--- config.mk ---
export PLATFORM = sky130hd
export DESIGN_NAME = mem_port_arbiter_flat
export DESIGN_NICKNAME = d
export VERILOG_FILES = /design/src/rtl/mem_port_arbiter_pkg.sv /design/src/rtl/mem_port_arbiter_if.sv /design/src/rtl/mem_port_arbiter_stall_counter.sv /design/src/rtl/mem_port_arbiter.sv /design/src/flat_wrapper.sv
export SDC_FILE = /design/constraint.sdc
export NUM_CORES = 1
export LEC_CHECK = 0
export ABC_AREA = 1
export CORE_AREA = 2 2 105 107
export DETAILED_ROUTE_END_ITERATION = 10
export DIE_AREA = 0 0 107 109
export GPL_ROUTABILITY_DRIVEN = 0
export PLACE_DENSITY = 0.63
export SLEW_MARGIN = 20
export SYNTH_ARGS = -nofsm -noshare
export SYNTH_HDL_FRONTEND = slang
export SYNTH_SLANG_ARGS = --single-unit
--- constraint.sdc ---
create_clock -name clk -period 3.1 [get_ports clk]
set_clock_uncertainty 0.1 [all_clocks]
set_input_delay 0.62 -clock clk [delete_from_list [all_inputs] [get_ports clk]]
set_output_delay 0.62 -clock clk [all_outputs]
set_load 0.03 [all_outputs]
--- src/rtl/mem_port_arbiter_pkg.sv ---
// Shared arbiter definitions: state encodings, default latency, counter sizing helper.
package mem_port_arbiter_pkg;

    typedef enum logic [1:0] {
        ARB_IDLE   = 2'd0,
        ARB_BUSY_I = 2'd1,
        ARB_BUSY_D = 2'd2
    } arb_state_e;

    localparam int MEM_LATENCY_DEFAULT = 2;
    localparam int PERF_CNT_W          = 32;

    // A single-cycle access still needs a 1-bit counter so the datapath stays uniform.
    function automatic int cnt_width(input int lat);
        return (lat > 1) ? $clog2(lat) : 1;
    endfunction

endpackage

--- src/rtl/mem_port_arbiter_if.sv ---
// Fetch port, data port and memory-macro signals of the unified-memory arbiter.
interface mem_port_arbiter_if #(
    parameter int ADDR_WIDTH = 32,
    parameter int DATA_WIDTH = 32
);
    logic                  if_req;
    logic [ADDR_WIDTH-1:0] if_addr;
    logic                  if_ready;
    logic [DATA_WIDTH-1:0] if_rdata;
    logic                  if_stall;

    logic                  d_req;
    logic                  d_we;
    logic [ADDR_WIDTH-1:0] d_addr;
    logic [DATA_WIDTH-1:0] d_wdata;
    logic                  d_ready;
    logic [DATA_WIDTH-1:0] d_rdata;
    logic                  d_stall;

    logic                  mem_en;
    logic                  mem_we;
    logic [ADDR_WIDTH-1:0] mem_addr;
    logic [DATA_WIDTH-1:0] mem_wdata;
    logic [DATA_WIDTH-1:0] mem_rdata;

    // Requesters plus memory macro
    modport master (
        output if_req, if_addr, d_req, d_we, d_addr, d_wdata, mem_rdata,
        input  if_ready, if_rdata, if_stall, d_ready, d_rdata, d_stall,
               mem_en, mem_we, mem_addr, mem_wdata
    );

    // Arbiter
    modport slave (
        input  if_req, if_addr, d_req, d_we, d_addr, d_wdata, mem_rdata,
        output if_ready, if_rdata, if_stall, d_ready, d_rdata, d_stall,
               mem_en, mem_we, mem_addr, mem_wdata
    );

endinterface

--- src/rtl/mem_port_arbiter_stall_counter.sv ---
// Purpose: 32-bit saturating event counter with synchronous clear and preload.
// Latency: count visible the cycle after the event.
// Backpressure: none; holds at all-ones once saturated.
module stall_counter
    import mem_port_arbiter_pkg::*;
(
    input  logic                  clk,
    input  logic                  reset,
    input  logic                  load,
    input  logic [PERF_CNT_W-1:0] load_val,
    input  logic                  inc,
    output logic [PERF_CNT_W-1:0] cnt
);

    logic [PERF_CNT_W-1:0] cnt_q;
    logic [PERF_CNT_W-1:0] cnt_d;

    always_comb begin
        cnt_d = cnt_q;
        if (load) begin
            cnt_d = load_val;
        end else if (inc && (cnt_q != '1)) begin
            cnt_d = cnt_q + PERF_CNT_W'(1);
        end
    end

    always_ff @(posedge clk) begin
        if (reset) begin
            cnt_q <= '0;
        end else begin
            cnt_q <= cnt_d;
        end
    end

    assign cnt = cnt_q;

endmodule

--- src/rtl/mem_port_arbiter.sv ---
// Purpose: shares one single-ported memory between fetch and data ports, data first.
// Latency: request sampled at t -> mem_en from t+1 -> ready pulse at t+MEM_LATENCY.
// Backpressure: losing/waiting port sees stall = req & ~ready; MEM_ARB_PERF_EN adds stall counters.
module mem_port_arbiter
    import mem_port_arbiter_pkg::*;
#(
    parameter int MEM_LATENCY = MEM_LATENCY_DEFAULT,
    parameter int ADDR_WIDTH  = 32,
    parameter int DATA_WIDTH  = 32
) (
    input  logic                  clk,
    input  logic                  reset,
    mem_port_arbiter_if.slave     bus
`ifdef MEM_ARB_PERF_EN
    ,
    output logic [PERF_CNT_W-1:0] if_stall_cnt,
    output logic [PERF_CNT_W-1:0] d_stall_cnt
`endif
);

    localparam int               CNT_W    = cnt_width(MEM_LATENCY);
    localparam logic [CNT_W-1:0] CNT_LOAD = CNT_W'(MEM_LATENCY - 1);

    arb_state_e       state_q;
    arb_state_e       state_d;
    logic [CNT_W-1:0] cnt_q;
    logic [CNT_W-1:0] cnt_d;

    logic last_beat;
    logic if_done;
    logic d_done;
    logic if_stall;
    logic d_stall;

    assign last_beat = (state_q != ARB_IDLE) && (cnt_q == '0);
    assign if_done   = (state_q == ARB_BUSY_I) && last_beat;
    assign d_done    = (state_q == ARB_BUSY_D) && last_beat;

    // On the last beat the finishing port's req is ignored; the other port gets a bubble-free handoff.
    always_comb begin
        state_d = state_q;
        cnt_d   = cnt_q;
        case (state_q)
            ARB_IDLE: begin
                if (bus.d_req) begin
                    state_d = ARB_BUSY_D;
                    cnt_d   = CNT_LOAD;
                end else if (bus.if_req) begin
                    state_d = ARB_BUSY_I;
                    cnt_d   = CNT_LOAD;
                end
            end
            ARB_BUSY_I: begin
                if (cnt_q != '0) begin
                    cnt_d = cnt_q - CNT_W'(1);
                end else if (bus.d_req) begin
                    state_d = ARB_BUSY_D;
                    cnt_d   = CNT_LOAD;
                end else begin
                    state_d = ARB_IDLE;
                end
            end
            ARB_BUSY_D: begin
                if (cnt_q != '0) begin
                    cnt_d = cnt_q - CNT_W'(1);
                end else if (bus.if_req) begin
                    state_d = ARB_BUSY_I;
                    cnt_d   = CNT_LOAD;
                end else begin
                    state_d = ARB_IDLE;
                end
            end
            default: begin
                state_d = ARB_IDLE;
                cnt_d   = '0;
            end
        endcase
    end

    always_ff @(posedge clk) begin
        if (reset) begin
            state_q <= ARB_IDLE;
            cnt_q   <= '0;
        end else begin
            state_q <= state_d;
            cnt_q   <= cnt_d;
        end
    end

    assign if_stall = bus.if_req & ~if_done;
    assign d_stall  = bus.d_req & ~d_done;

    assign bus.if_ready = if_done;
    assign bus.if_rdata = if_done ? bus.mem_rdata : '0;
    assign bus.if_stall = if_stall;

    // Store completions return zero rather than whatever the macro drives.
    assign bus.d_ready  = d_done;
    assign bus.d_rdata  = (d_done && !bus.d_we) ? bus.mem_rdata : '0;
    assign bus.d_stall  = d_stall;

    assign bus.mem_en    = (state_q != ARB_IDLE);
    assign bus.mem_we    = (state_q == ARB_BUSY_D) && bus.d_we;
    assign bus.mem_addr  = (state_q == ARB_BUSY_I) ? bus.if_addr :
                           (state_q == ARB_BUSY_D) ? bus.d_addr  : '0;
    assign bus.mem_wdata = (state_q == ARB_BUSY_D) ? bus.d_wdata : '0;

`ifdef MEM_ARB_PERF_EN
    stall_counter u_if_stall_cnt (
        .clk      (clk),
        .reset    (reset),
        .load     (1'b0),
        .load_val ('0),
        .inc      (if_stall),
        .cnt      (if_stall_cnt)
    );

    stall_counter u_d_stall_cnt (
        .clk      (clk),
        .reset    (reset),
        .load     (1'b0),
        .load_val ('0),
        .inc      (d_stall),
        .cnt      (d_stall_cnt)
    );
`endif

endmodule

--- src/flat_wrapper.sv ---
// flat-port wrapper written by rule: the top's interface ports become plain ports
module mem_port_arbiter_flat import mem_port_arbiter_pkg::*;
#(
    parameter int MEM_LATENCY = MEM_LATENCY_DEFAULT,
    parameter int ADDR_WIDTH  = 32,
    parameter int DATA_WIDTH  = 32
)
  (clk, reset, bus_if_req, bus_if_addr, bus_d_req, bus_d_we, bus_d_addr, bus_d_wdata, bus_mem_rdata, bus_if_ready, bus_if_rdata, bus_if_stall, bus_d_ready, bus_d_rdata, bus_d_stall, bus_mem_en, bus_mem_we, bus_mem_addr, bus_mem_wdata);
  mem_port_arbiter_if #(.ADDR_WIDTH(ADDR_WIDTH), .DATA_WIDTH(DATA_WIDTH)) bus_i ();
  input  logic clk;
  input  logic reset;
  input wire logic [$bits(bus_i.if_req)-1:0] bus_if_req;
  input wire logic [$bits(bus_i.if_addr)-1:0] bus_if_addr;
  input wire logic [$bits(bus_i.d_req)-1:0] bus_d_req;
  input wire logic [$bits(bus_i.d_we)-1:0] bus_d_we;
  input wire logic [$bits(bus_i.d_addr)-1:0] bus_d_addr;
  input wire logic [$bits(bus_i.d_wdata)-1:0] bus_d_wdata;
  input wire logic [$bits(bus_i.mem_rdata)-1:0] bus_mem_rdata;
  output wire logic [$bits(bus_i.if_ready)-1:0] bus_if_ready;
  output wire logic [$bits(bus_i.if_rdata)-1:0] bus_if_rdata;
  output wire logic [$bits(bus_i.if_stall)-1:0] bus_if_stall;
  output wire logic [$bits(bus_i.d_ready)-1:0] bus_d_ready;
  output wire logic [$bits(bus_i.d_rdata)-1:0] bus_d_rdata;
  output wire logic [$bits(bus_i.d_stall)-1:0] bus_d_stall;
  output wire logic [$bits(bus_i.mem_en)-1:0] bus_mem_en;
  output wire logic [$bits(bus_i.mem_we)-1:0] bus_mem_we;
  output wire logic [$bits(bus_i.mem_addr)-1:0] bus_mem_addr;
  output wire logic [$bits(bus_i.mem_wdata)-1:0] bus_mem_wdata;
  assign bus_i.if_req = bus_if_req;
  assign bus_i.if_addr = bus_if_addr;
  assign bus_i.d_req = bus_d_req;
  assign bus_i.d_we = bus_d_we;
  assign bus_i.d_addr = bus_d_addr;
  assign bus_i.d_wdata = bus_d_wdata;
  assign bus_i.mem_rdata = bus_mem_rdata;
  assign bus_if_ready = bus_i.if_ready;
  assign bus_if_rdata = bus_i.if_rdata;
  assign bus_if_stall = bus_i.if_stall;
  assign bus_d_ready = bus_i.d_ready;
  assign bus_d_rdata = bus_i.d_rdata;
  assign bus_d_stall = bus_i.d_stall;
  assign bus_mem_en = bus_i.mem_en;
  assign bus_mem_we = bus_i.mem_we;
  assign bus_mem_addr = bus_i.mem_addr;
  assign bus_mem_wdata = bus_i.mem_wdata;
  mem_port_arbiter #(.MEM_LATENCY(MEM_LATENCY), .ADDR_WIDTH(ADDR_WIDTH), .DATA_WIDTH(DATA_WIDTH)) u_core (.clk(clk), .reset(reset), .bus(bus_i));
endmodule
# After elaboration in Yosys (flattened, before gate mapping)
# Index checks and enable logic that the tools add are counted.
# totals
register_bits	3
wordCells	41
output_inout_bits	134
# op_classes
n_bitwise	5
eq_ne	5
reduce_logical	9
addsub	1
mux	19
# op_table
cell	n
2-to-1 mux 32 bit	5
2-to-1 mux 2 bit	5
2-to-1 mux 1 bit	7
case mux 2 bit (3 select lines)	1
logical AND 1 bit	5
!= test 2 bit (second input constant)	2
!= test 3 bit (second input constant)	1
inverter 1 bit	3
case mux 1 bit (3 select lines)	1
AND reduction 3 bit	1
AND 1 bit	2
== test 2 x 1 -> 1 bit (second input constant)	1
== test 2 bit (second input constant)	1
logical NOT 2 bit	1
nonzero test 2 bit	1
logical NOT 1 bit	1
subtractor 1 bit (second input constant)	1

# Longest topological paths before layout
# Gate-level depths: netlist of run 1.
# depth
ltp_word	5
ltp_mapped	8
ltp_nobuf	8

# Least setup slack after synthesis of run 1
# Ideal clock, no wire load.
# synth_timing
path_kind	flip-flop to output port
startpoint	register u_core.state_q[1]
endpoint	output port bus_if_rdata[0]
t_required_ns	2.380
t_arrival_ns	1.575
stages_incl_launch_ff	7
n_path_buf	1
slack_ns	0.805
cell_sequence	dfxtp_1 nor2_4 inv_2 nor2_2 inv_2 buf_2 nor2_1
# synth_between
elab_chain_cells	4
word_cells_on_any_way	5
classes_between	1 x eq/ne; 1 x mux; 3 x reduce/logical
# synth_lines
item	line_no	text
start, declared	mem_port_arbiter.sv:24	arb_state_e state_q;
start signal, assigned	mem_port_arbiter.sv:85	state_q <= state_d;
nonzero test 2 bit	mem_port_arbiter.sv:35	assign last_beat = (state_q != ARB_IDLE) && (cnt_q == '0);
logical AND 1 bit	mem_port_arbiter.sv:35	
logical AND 1 bit (*)	mem_port_arbiter.sv:36	assign if_done = (state_q == ARB_BUSY_I) && last_beat;
via bus_if_ready	flat_wrapper.sv:19	output wire logic [$bits(bus_i.if_ready)-1:0] bus_if_ready;
2-to-1 mux 32 bit (*)	mem_port_arbiter.sv:94	assign bus.if_rdata = if_done ? bus.mem_rdata : '0;
end, declared	flat_wrapper.sv:20	output wire logic [$bits(bus_i.if_rdata)-1:0] bus_if_rdata;
# The timed path passes the listed nets; every way through them passes the cells marked *.

# Worst setup path after layout of run 1
# layout_timing
startpoint	input port bus_d_we
endpoint	output port bus_d_rdata[23]
# layout_between
elab_chain_cells	3
# layout_lines
item	line_no	text
start, declared	flat_wrapper.sv:15	input wire logic [$bits(bus_i.d_we)-1:0] bus_d_we;
logical NOT 1 bit	mem_port_arbiter.sv:99	assign bus.d_rdata = (d_done && !bus.d_we) ? bus.mem_rdata : '0;
logical AND 1 bit	mem_port_arbiter.sv:99	
2-to-1 mux 32 bit	mem_port_arbiter.sv:99	
end, declared	flat_wrapper.sv:23	output wire logic [$bits(bus_i.d_rdata)-1:0] bus_d_rdata;
# No other way between the ends.

==> flow_summary.yaml, run 1 <==
global_route:
  grt_max_degree: 35
  grt_pass1_wl_um: 10210
  grt_antenna_before_repair: 0
  grt_pass1_vias: 2214
  grt_remaining_overflow: 0
  groute.usage.overall: 0.1051
place:
  place_ws_ns: 0.2284
  buffer_ports.inserted: 266
  detailed_place_hpwl_um: 6246
clocking:
  h-tree-depth: 1
  cts_buffers: 3
  clock_tree_from_tritoncts: "built"
  cts_setup_buffers: 0
  clock_latency_late_sink_ns: 0.21
  cts-hold-fix-buffers: 0
  postCtsResizedCells: 0
  clk_pin_slew_worst_paths_ns: 0.03
  max-clock-path-buffers: 2
  clock-sinks: 3
  cts-root-buf: "sky130_fd_sc_hd__clkbuf_8"
route:
  vias_per_cell: 3.775
  post-route-drc-count: 0
  drt-initial-drc-count: 92
  drt-wirelength-per-cell_um: 10.80
  detail_route.first_pass.iterations: 4
  route.vias.total: 2461
  antenna_violating_nets_post_route: 0
  routed_wl_um: 7043
timing:
  final.period_utilization: 0.9266
  setup_viol: 0
  setup_tns_ns: 0
  max_freq_ghz: 0.3481
  post-route-min-period_ns: 2.872
  timing.max_slew.rel_slack: 0.7389
  rsz_0062_raised_after_global_routing: "false"
  setup_slack_ns: 0.2275
  final_hold_viol_count: 0
  tightest_slew_ns: 0.3911
  holdWs_ns: 0.5166
  slew_violations: 0
setup_path:
  critPathLaunchType: "input port"
  critPathBufInv: 4
  arrival_worst_endpoint_ns: 2.15
  path_common_cell: "sky130_fd_sc_hd__clkdlybuf4s50_1"
  worst-r2r-setup-slack_ns: 1.72
  crit_chain: "clkdlybuf4s50_1 -> inv_1 -> nand2_2 -> buf_12 -> nor2_1 -> clkdlybuf4s50_1"
  path_max_fanout: 32
  worst_setup_path_end_kind: "output pin"
  cpLargestDelayFamily: "buffers and inverters"
  criticalPathCategory: "input port to output pin"
  critical_path_required_ns: 2.38
  crit_path_max_incr_delay_ns: 0.68
  critical-path-slowest-cell: "sky130_fd_sc_hd__clkdlybuf4s50_1"
logic_synthesis:
  synth.most_common_cell: "sky130_fd_sc_hd__nor2_1"
  mappedNetlistArea_um2: 1209
  yosys.area.top_type_share: 0.3168
  dominantRegCellSynth: "sky130_fd_sc_hd__dfxtp_1"
  post_synth_most_frequent_cells: "sky130_fd_sc_hd__nor2_1, sky130_fd_sc_hd__inv_1, sky130_fd_sc_hd__a22o_1, sky130_fd_sc_hd__nand2_1, sky130_fd_sc_hd__buf_2"
  ys_warn_count: 0
  mappedNetlistNets: 385
  ys_seq_elements: 3
  yosys.area.top_type: "sky130_fd_sc_hd__nor2_1"
  synth_seq_area_share: 0.04969
  post_synth_num_cell_types: 18
  synth_top_cells_by_area: "sky130_fd_sc_hd__nor2_1, sky130_fd_sc_hd__a22o_1, sky130_fd_sc_hd__inv_1, sky130_fd_sc_hd__dfxtp_1, sky130_fd_sc_hd__buf_2"
  synth-edff-count: 0
  async_flop_share: 0
  postSynthCellCount: 252
  postSynthAreaPerCell_um2: 4.796
layout:
  footprint_of_the_multi_input_gates_um2: 792.0
  layout-drive-gt1-share: 0.03711
  finalCoreUtilization: 0.3842
  nets: 646
  final-seq-area_um2: 60.06
  antenna_cells: 0
  fillCellCount: 1114
  syn_to_final_growth_pct: 237.1
floorplan:
  core.rowCount: 38
  die_h_um: 109
  initial_core_util: 0.1140
  dieArea_um2: 11660
  fp.coreArea_um2: 10600
  boundaryPins: 267
  die_width_um: 107
pwr:
  ir_worst_vdd_mv: 0.2015
  power_density_nw_per_um2: 280.4
  totalPowerFinal_mw: 1.142
  leakage_power_summed_over_all_cells_nw: 1.848
job:
  max-cap-violations: 0
min_path:
  hold_path.class: "flip-flop to flip-flop"
run_status:
  status: "finished clean"
==> cell type report <==
cell class              instances  share of cell area
clock buffers                   4             0.01106
repair buffers                272              0.6677
flip-flops and latches          3             0.01474
inverters                      75             0.06910
multi-input cells             158              0.1944
well taps                     140             0.04300
==> cells by family (layout without fill, tap and decap cells) <==
group | count (synthesis) | in the layout | share of synthesized area
simple gates | 122 | 122 | 0.4058
buf+inv | 91 | 351 | 0.2950
compound gates | 36 | 36 | 0.2495
flops | 3 | 3 | 0.04969
==> metrics by stage <==
step	cell area [µm²]	instances
floorplan	1209	252
global route	4074	652
detailed placement	4029	648
finish	4074	652
global placement	4029	648
CTS	4074	652
==> layout by cell type, fill, tap and decap left out <==
master and n:
sky130_fd_sc_hd__a21oi_1 2, sky130_fd_sc_hd__a22o_1 32, sky130_fd_sc_hd__buf_12 1, sky130_fd_sc_hd__buf_4 5
sky130_fd_sc_hd__clkbuf_1 1, sky130_fd_sc_hd__clkbuf_8 3, sky130_fd_sc_hd__clkdlybuf4s50_1 266, sky130_fd_sc_hd__dfxtp_1 3
sky130_fd_sc_hd__inv_1 70, sky130_fd_sc_hd__inv_2 5, sky130_fd_sc_hd__nand2_1 11, sky130_fd_sc_hd__nand2_2 1
sky130_fd_sc_hd__nand2_4 1, sky130_fd_sc_hd__nand3_1 4, sky130_fd_sc_hd__nor2_1 102, sky130_fd_sc_hd__nor2_2 1
sky130_fd_sc_hd__nor2_4 2, sky130_fd_sc_hd__o21ai_0 1, sky130_fd_sc_hd__o22ai_1 1
==> path summary, 6_finish.rpt <==
path                       endpoint  cells past startpoint              start
setup / recovery    bus_d_rdata[23]                      6           bus_d_we
hold / removal    u_core.state_q[0]                      4  u_core.state_q[0]
setup reg to reg       u_core.cnt_q                      6  u_core.state_q[1]
hold reg to reg   u_core.state_q[0]                      4  u_core.state_q[0]
==> power breakdown <==
part / switching (mW) / total (mW) / leakage [nW] / internal [mW]
clock network: 0.0237 / 0.111 / 0.0228 / 0.0875
logic: 0.517 / 0.976 / 1.80 / 0.459
registers: 0.0103 / 0.0552 / 0.0250 / 0.0448
==> worst reg2reg max path, delay by kind of cell, from the launching register on <==
family	cells	cell delay, ns
buffers and inverters	1	0.31
AND/OR/NAND/NOR	4	0.33
flip-flops	1	0.46
AO/OA/AOI/OAI	1	0.11
==> routing by layer <==
layer  routed length [µm]  vias up  GRT usage  part of all wire
li1                     -     1261          -                 -
met1                 2448     1045     0.1048              0.35
met2                 3610      151     0.2097              0.51
met3                  944        4    0.04005              0.13
met4                   39        0    0.01577            0.0055
met5                    0        -          0                 0
==> registers in the layout, indices dropped and copies added (netlist names) <==
name,count
u_core.cnt_q,1
u_core.state_q,2
(Power assumes the default switching activity.)
==> run 2, diff against run 1 <==
CTS_BUF_LIST = sky130_fd_sc_hd__clkbuf_8   (was not set)
==> run 2 against run 1 <==
- power shrank 0.22%
- global-route usage is the same
- combinational power about the same
- clock power about the same
- critical endpoint unchanged
- sequential share of layout area stayed put
- worst setup slack barely moved
- clock-buffer cell count decreased by 1
- register-to-register slack about the same
- design area unchanged
- critical path depth unchanged
==> flow_summary.yaml, run 2 (synthesis gave the netlist of run 1 again) <==
route:
  antenna_violating_nets_post_route: 0
  detail_route.first_pass.iterations: 4
  top_signal_layer_used: "met4"
  vias_per_cell: 3.775
  routed_length_on_met3_um: 944
  post-route-drc-count: 0
  route.vias.total: 2461
  drt-initial-drc-count: 92
  met1Wirelength_um: 2449
  drt-wirelength-per-cell_um: 10.81
  routed_wl_um: 7045
  wl_met2_um: 3611
global_route:
  groute.usage.overall: 0.1051
  grt_remaining_overflow: 0
  grt_antenna_before_repair: 0
  grt_pass1_vias: 2216
  grt_pass1_wl_um: 10210
  grt_max_degree: 35
floorplan:
  die_width_um: 107
  core.rowCount: 38
  die_h_um: 109
  boundaryPins: 267
  dieArea_um2: 11660
  initial_core_util: 0.1140
  fp.coreArea_um2: 10600
run_status:
  status: "finished clean"
layout:
  footprint_of_the_multi_input_gates_um2: 792.0
  final-seq-area_um2: 60.06
  largest_reg_flops: 2
  layout_top_registers: "u_core.state_q: 2 flops, u_core.cnt_q: 1 flops"
  mostFrequentLayoutCells: "sky130_fd_sc_hd__clkdlybuf4s50_1, sky130_fd_sc_hd__nor2_1, sky130_fd_sc_hd__inv_1"
  antenna_cells: 0
  finalCoreUtilization: 0.3842
  fillCellCount: 1114
  final_common_cell: "sky130_fd_sc_hd__clkdlybuf4s50_1"
  syn_to_final_growth_pct: 237.1
  nets: 646
  final_cells: 652
  layout-drive-gt1-share: 0.03711
  design_area_um2: 4074
  regMostFlops: "u_core.state_q"
job:
  max-cap-violations: 0
clocking:
  cts-root-buf: "sky130_fd_sc_hd__clkbuf_8"
  h-tree-depth: 1
  clk_pin_slew_worst_paths_ns: 0.03
  postCtsResizedCells: 0
  clock_latency_late_sink_ns: 0.21
  cts-hold-fix-buffers: 0
  cts_buffers: 3
  max-clock-path-buffers: 2
  clock-sinks: 3
  cts_setup_buffers: 0
  clock_tree_from_tritoncts: "built"
pwr:
  leakage_power_summed_over_all_cells_nw: 1.853
  ir_worst_vdd_mv: 0.2014
  power_density_nw_per_um2: 279.8
min_path:
  hold_path.class: "flip-flop to flip-flop"
place:
  detailed_place_hpwl_um: 6246
  buffer_ports.inserted: 266
  place.detailed.instances: 648
  dpl-instance-area_um2: 4029
setup_path:
  crit_path_max_incr_delay_ns: 0.68
  path_max_fanout: 32
  critical-path-slowest-cell: "sky130_fd_sc_hd__clkdlybuf4s50_1"
  criticalPathCategory: "input port to output pin"
  worst_setup_path_end_kind: "output pin"
  critPathBufInv: 4
  cpLargestDelayFamily: "buffers and inverters"
  critPathLaunchType: "input port"
  critical_path_required_ns: 2.38
  path_common_cell: "sky130_fd_sc_hd__clkdlybuf4s50_1"
  crit_chain: "clkdlybuf4s50_1 -> inv_1 -> nand2_2 -> buf_12 -> nor2_1 -> clkdlybuf4s50_1"
  arrival_worst_endpoint_ns: 2.15
timing:
  final.period_utilization: 0.9266
  setup_viol: 0
  timing.max_slew.rel_slack: 0.7389
  max_freq_ghz: 0.3481
  setup_tns_ns: 0
  tightest_slew_ns: 0.3911
  slew_violations: 0
  post-route-min-period_ns: 2.872
  holdWs_ns: 0.5167
  rsz_0062_raised_after_global_routing: "false"
  final_hold_viol_count: 0
## run 2: cell types whose count changed in the layout (fill, tap and decap cells not counted)
| cell | change |
|---|---|
| sky130_fd_sc_hd__clkbuf_1 | -1 |
| sky130_fd_sc_hd__inv_1 | +1 |
## run 2: final timing paths
kind | slack, ns | end | startpoint | cells after the start
min reg2reg | 0.52 | u_core.state_q[0] | u_core.state_q[0] | 4
min | 0.52 | u_core.state_q[0] | u_core.state_q[0] | 4
max reg2reg | 1.72 | u_core.cnt_q | u_core.state_q[1] | 6
max | 0.23 | bus_d_rdata[23] | bus_d_we | 6
## run 2: tightest hold or removal path: cells and delay by family, from the launching register on
family | cells | cell delay (ns)
buffers and inverters | 1 | 0.11
flip-flops | 1 | 0.31
AND/OR/NAND/NOR | 3 | 0.15
## run 2: power breakdown
part           switching, mW  internal [mW]
Combinational          0.517          0.459
Clock                 0.0244         0.0842
Sequential            0.0103         0.0448
Total                  0.552          0.588
## run 2: layout make-up
type / count / area share
clock buffer: 3 / 0.01014
clock inverter: 1 / 0.0009214
multi-input combinational: 158 / 0.1944
sequential: 3 / 0.01474
inverter: 75 / 0.06910
tap: 140 / 0.04300
timing repair buffer: 272 / 0.6677
## run 2: metrics by stage
step / total power [mW] / setup slack, ns
after floorplan: 0.5577 / 0.8050
after global placement: 1.033 / 0.2680
after detailed placement: 1.040 / 0.2284
after CTS: 1.154 / 0.2059
after global routing: 1.208 / 0.1116
final: 1.140 / 0.2275
## run 2: per-layer routing
layer	vias to the layer above	global-route usage
li1	1261	-
met2	151	0.2097
met1	1045	0.1048
met5	-	0
met4	0	0.01577
met3	4	0.04005
